### config.mk
export PLATFORM = sky130hd
export DESIGN_NAME = trig_timestamper
export DESIGN_NICKNAME = d
export VERILOG_FILES = /design/src/rtl/trig_timestamper.sv
export SDC_FILE = /design/constraint.sdc
export NUM_CORES = 1
export LEC_CHECK = 0
export CAP_MARGIN = 20
export CORE_UTILIZATION = 38
export CTS_CLUSTER_DIAMETER = 50
export DETAILED_ROUTE_END_ITERATION = 8
export GPL_ROUTABILITY_DRIVEN = 0
export PLACE_DENSITY = 0.6
export SYNTH_ARGS = -nofsm -noshare
export SYNTH_HDL_FRONTEND = slang
export SYNTH_SLANG_ARGS = --single-unit
export TNS_END_PERCENT = 5
### constraint.sdc
create_clock -name clk -period 8.2 [get_ports clk]
set_input_delay 1.64 -clock clk [delete_from_list [all_inputs] [get_ports clk]]
set_output_delay 1.64 -clock clk [all_outputs]
set_load 0.05 [all_outputs]
### src/rtl/trig_timestamper.sv
// trig_timestamper: timestamps trigger rising edges relative to spill start,
// tags each with an event number and queues {evt, timestamp} in a show-ahead
// FIFO for readout.
// Optional build macro: TRIG_DEADTIME_EN adds a post-trigger deadtime window
// of DEADTIME cycles during which further edges are silently discarded.
module trig_timestamper #(
  parameter int CNT_W    = 32,
  parameter int EVT_W    = 16,
  parameter int FIFO_AW  = 4,
  parameter int DEADTIME = 8
) (
  input  logic                   clk,
  input  logic                   rst_n,
  input  logic                   enable,
  input  logic                   trigger,
  input  logic                   rd_en,
  input  logic                   clr_ovf,
  output logic [EVT_W+CNT_W-1:0] dout,
  output logic                   empty,
  output logic                   full,
  output logic                   overflow,
  output logic [15:0]            lost,
  output logic                   tsc_wrap
);

  localparam int REC_W = EVT_W + CNT_W;
  localparam int DEPTH = 2 ** FIFO_AW;

  logic               trig_q;
  logic [CNT_W-1:0]   cnt_q, cnt_d;
  logic [EVT_W-1:0]   evt_q, evt_d;
  logic               wrap_q, wrap_d;
  logic [FIFO_AW:0]   wr_ptr_q, wr_ptr_d;
  logic [FIFO_AW:0]   rd_ptr_q, rd_ptr_d;
  logic               ovf_q, ovf_d;
  logic [15:0]        lost_q, lost_d;
  logic [REC_W-1:0]   mem_q [DEPTH];
  logic               trig_edge, edge_ok, do_wr, do_rd, drop;

  assign trig_edge = trigger & ~trig_q & enable;

`ifdef TRIG_DEADTIME_EN
  localparam int DT_W = $clog2(DEADTIME + 1);
  logic [DT_W-1:0] dt_q, dt_d;

  assign edge_ok = trig_edge & (dt_q == '0);

  // Deadtime window: reload on every processed edge, count down to zero.
  always_comb begin
    dt_d = dt_q;
    if (!enable)          dt_d = '0;
    else if (edge_ok)     dt_d = DT_W'(DEADTIME - 1);
    else if (dt_q != '0)  dt_d = dt_q - DT_W'(1);
  end

  // Deadtime counter register.
  always_ff @(posedge clk or negedge rst_n) begin
    if (!rst_n) dt_q <= '0;
    else        dt_q <= dt_d;
  end
`else
  assign edge_ok = trig_edge;
`endif

  // Extra pointer MSB distinguishes full from empty when the indices match.
  assign empty = (wr_ptr_q == rd_ptr_q);
  assign full  = (wr_ptr_q[FIFO_AW] != rd_ptr_q[FIFO_AW]) &&
                 (wr_ptr_q[FIFO_AW-1:0] == rd_ptr_q[FIFO_AW-1:0]);

  // A pop in the same cycle frees the slot for a write into a full FIFO;
  // a pop of an empty FIFO is simply ignored.
  assign do_rd = rd_en & ~empty;
  assign do_wr = edge_ok & (~full | rd_en);
  assign drop  = edge_ok & full & ~rd_en;

  assign dout     = empty ? '0 : mem_q[rd_ptr_q[FIFO_AW-1:0]];
  assign overflow = ovf_q;
  assign lost     = lost_q;
  assign tsc_wrap = wrap_q;

  // Next-state for counters, pointers and drop bookkeeping.
  always_comb begin
    cnt_d    = enable ? cnt_q + CNT_W'(1) : '0;
    wrap_d   = enable & (&cnt_q);
    evt_d    = evt_q;
    if (!enable)      evt_d = '0;
    else if (edge_ok) evt_d = evt_q + EVT_W'(1);
    wr_ptr_d = wr_ptr_q + (FIFO_AW+1)'(do_wr);
    rd_ptr_d = rd_ptr_q + (FIFO_AW+1)'(do_rd);
    ovf_d    = ovf_q;
    lost_d   = lost_q;
    if (drop) begin
      // A drop coinciding with a clear restarts the count at one.
      ovf_d  = 1'b1;
      if (clr_ovf)      lost_d = 16'd1;
      else if (~&lost_q) lost_d = lost_q + 16'd1;
    end else if (clr_ovf) begin
      ovf_d  = 1'b0;
      lost_d = '0;
    end
  end

  // Control and status registers.
  always_ff @(posedge clk or negedge rst_n) begin
    if (!rst_n) begin
      trig_q   <= 1'b0;
      cnt_q    <= '0;
      evt_q    <= '0;
      wrap_q   <= 1'b0;
      wr_ptr_q <= '0;
      rd_ptr_q <= '0;
      ovf_q    <= 1'b0;
      lost_q   <= '0;
    end else begin
      trig_q   <= trigger;
      cnt_q    <= cnt_d;
      evt_q    <= evt_d;
      wrap_q   <= wrap_d;
      wr_ptr_q <= wr_ptr_d;
      rd_ptr_q <= rd_ptr_d;
      ovf_q    <= ovf_d;
      lost_q   <= lost_d;
    end
  end

  // FIFO storage; records carry pre-increment evt and counter values.
  always_ff @(posedge clk) begin
    if (do_wr) mem_q[wr_ptr_q[FIFO_AW-1:0]] <= {evt_q, cnt_q};
  end

endmodule
==> impl_metrics.csv <==
group,metric,value,unit
timing,fin_crit_sh,77.9,%
cells_and_area,final_layout_size_suffix_gt1_share,21.4,%
timing,worst_slack,1.81,ns
floorplan,ioPinCount,74,
clocking,cts-buffers-inserted,88,
synth,synth-xor-area-share,1.42,%
drt,drt_first_pass_iters,5,
synth,yosysUniqueCellTypes,43,
cells_and_area,regArea,25000,µm²
synth,syn_area,32700,µm²
power_and_ir_drop,switchingPower,3.74,mW
floorplan,initial_utilization,38.4,%
power_and_ir_drop,internal_power,8.16,mW
floorplan,die_y,295,µm
synth,async_flop_share,9.11,%
clocking,hold_buffers,0,
place,dp_hpwl,36.2,mm
timing,rsz0062_at_grt,"no",
place,dpl_worst_slack,2.45,ns
floorplan,die_area,87200,µm²
synth,synth_ff_type,"edfxtp_1",
timing,finalSetupViolCount,0,
drt,drtIter0Drc,1316,
clocking,cts_tree,"done",
clocking,post_cts_buffers,0,
drt,vias,15900,
power_and_ir_drop,switching_share,31.4,%
synth,ys_ff_latch,845,
cells_and_area,mostFrequentLayoutCells,"edfxtp_1 (768), mux4_2 (192), a22oi_1 (96)",
setup_path,cp.arrival,4.75,ns
grt,track_usage,17.2,%
timing,setup-tns-final,0,ns
drt,wire_per_inst,25.4,µm
timing,slew-limit-headroom,29.1,%
grt,grt_pass1_vias,16700,
clocking,cts_root_buffer,"clkbuf_16",
grt,gr-total-overflow,0,
cells_and_area,multi_input_area,7420,µm²
drt,wl,73.9,mm
power_and_ir_drop,combPwrFrac,26.0,%
setup_path,crit_type,"flop to output pin",
synth,ys_top_cells_by_area,"edfxtp_1 (71%), mux4_2 (13%), dfrtp_1 (5.9%)",
timing,tightest_slew,1.06,ns
synth,synth_top_cell_area_share,70.6,%
place,portBuffers,73,
setup_path,critPathCaptureType,"output pin",
synth,syn_inst,1582,
power_and_ir_drop,total_leakage_power,13.1,nW
floorplan,rows,107,
floorplan,coreArea,85100,µm²
grt,grt_pass1_wl,109,mm
min_path,hold_class,"flop to flop",
setup_path,crit_chain,"xor2_1 > nor4_4 > and2_2 > buf_4 > clkdlybuf4s50_1",
clocking,clk_latency,0.66,ns
setup_path,worstPathRequired,6.56,ns
setup_path,startpoint_type,"flop",
setup_path,crit_path_max_incr_delay,1.04,ns
power_and_ir_drop,clkPwrFrac,33.0,%
cells_and_area,antenna_cells,0,
clocking,path_clk_slew,0.06,ns
clocking,cts_resized,0,
synth,ys_seq_area_share,76.5,%
synth,synth_compound_area_share,3.68,%
clocking,htreeDepth,3,
synth,synth_fp_nets,1595,
grt,grt_max_degree,104,
cells_and_area,syn2layout_area_growth,15.6,%
clocking,clock-sinks,845,
timing,finClkSkew,0.0560,ns
drt,vias_per_cell,5.46,
timing,max_freq,156,MHz
timing,slew_viol_final,0,
setup_path,cpMaxStageDelayCell,"dfrtp_4",
timing,holdWs,0.503,ns
setup_path,cp_top_family,"simple AND/OR/NAND/NOR gates",
power_and_ir_drop,sequentialPowerShare,41.0,%
synth,synth_mux_area_share,13.3,%
synth,yosys_warnings,0,
place,place_area,34800,µm²
synth,yosys.area_share.simple,3.64,%
drt,drc,0,
cells_and_area,layout.nets,1702,
synth,synth_top_family_by_area,"multiplexers",
synth,yosys.area.top_type,"edfxtp_1",
clocking,cts.path.max_buffers,3,
synth,synth_edf_count,768,
grt,antenna_found_initial,0,
synth,avgSynthCellArea,20.7,µm²
timing,hold_viol,0,
drt,antenna_left,0,
job,drv_cap,0,
timing,timing.final.crit_period,6.39,ns
power_and_ir_drop,max-vdd-ir-drop,0.176,mV
cells_and_area,fill_cells,7292,
cells_and_area,final_common_cell,"edfxtp_1",
power_and_ir_drop,p_per_area,315,nW/µm²
outcome,status,"completed",
setup_path,path_buf_inv,2,
synth,yosys.area_share.adder,0.268,%
floorplan,die_w,295,µm
cells_and_area,postLayoutCellArea,37800,µm²
setup_path,crit_fanout,58,
-- metrics by stage --
stage	utilization, %	instances	power [mW]
floorplan	-	1582	7.08
global placement	40.9	2740	8.08
detailed placement	40.9	2741	8.10
CTS	44.3	2904	12.0
global route	44.4	2906	12.3
finish	44.4	2906	11.9
-- path summary, 6_finish.rpt --
check | startpoint | endpoint | slack [ns] | cells after the start
max | rd_ptr_q[1]$_DFF_PN0_ | empty | 1.81 | 5
min | rd_ptr_q[4]$_DFF_PN0_ | rd_ptr_q[4]$_DFF_PN0_ | 0.50 | 1
max reg2reg | rd_ptr_q[1]$_DFF_PN0_ | mem_q[14][3]$_DFFE_PP_ | 4.17 | 6
min reg2reg | rd_ptr_q[4]$_DFF_PN0_ | rd_ptr_q[4]$_DFF_PN0_ | 0.50 | 1
max in group asynchronous | rst_n | rd_ptr_q[0]$_DFF_PN0_ | 6.14 | 2
min in group asynchronous | rst_n | lost[14]$_DFFE_PN0P_ | 0.86 | 1
-- cells by family after synthesis --
family / after synthesis
xor+xnor: 53
simple gates: 205
fa+ha+maj: 7
flops: 845
buf+inv: 96
compound gates: 182
mux: 194
-- power by group through the flow --
stage               logic, mW  clock network [mW]  registers (mW)
floorplan                2.21                   0            4.86
global placement         3.12                   0            4.96
detailed placement       3.13                   0            4.97
CTS                      3.14                4.01            4.88
global route             3.28                4.17            4.89
finish                   3.10                3.93            4.88
-- layout make-up --
type | count | share of cell area (%)
Clock buffer | 113 | 6.16
Clock inverter | 50 | 1.46
Inverter | 9 | 0.0894
Multi-Input combinational cell | 641 | 19.6
Sequential cell | 845 | 66.2
Tap cell | 1144 | 3.79
Timing Repair Buffer | 104 | 2.70
-- per-layer routing --
metal / global-route usage [%] / vias up / wire [µm]
met4: 4.46 / 0 / 1260
met5: 0 / - / 0
met3: 3.27 / 88 / 4550
met2: 29.1 / 462 / 37500
li1: - / 6773 / -
met1: 22.7 / 8554 / 30600
-- registers in the layout, summed over array words and instances, names as in the netlist --
name / count
mem_q: 768
lost: 16
overflow: 1
cnt_q: 32
wr_ptr_q: 5
evt_q: 16
tsc_wrap: 1
trig_q: 1
rd_ptr_q: 5
-- synthesized netlist by cell type, types with 2 or more instances --
cell type / number
a21boi_0: 5
nor4_1: 5
or3_1: 15
a22oi_1: 96
nor2_1: 22
a21oi_1: 59
a211oi_1: 2
and3_1: 7
xnor2_1: 27
dfrtp_1: 77
nor3_1: 14
buf_1: 8
o21ai_0: 16
nand4_1: 16
and4_1: 11
nand3b_1: 2
clkbuf_1: 50
nor2b_1: 11
mux2i_1: 2
inv_1: 9
ha_1: 7
edfxtp_1: 768
nand2b_1: 4
nand3_1: 19
and2_1: 43
buf_2: 26
nand2_1: 29
xor2_1: 26
mux4_2: 192
(Power assumes the default switching activity.)
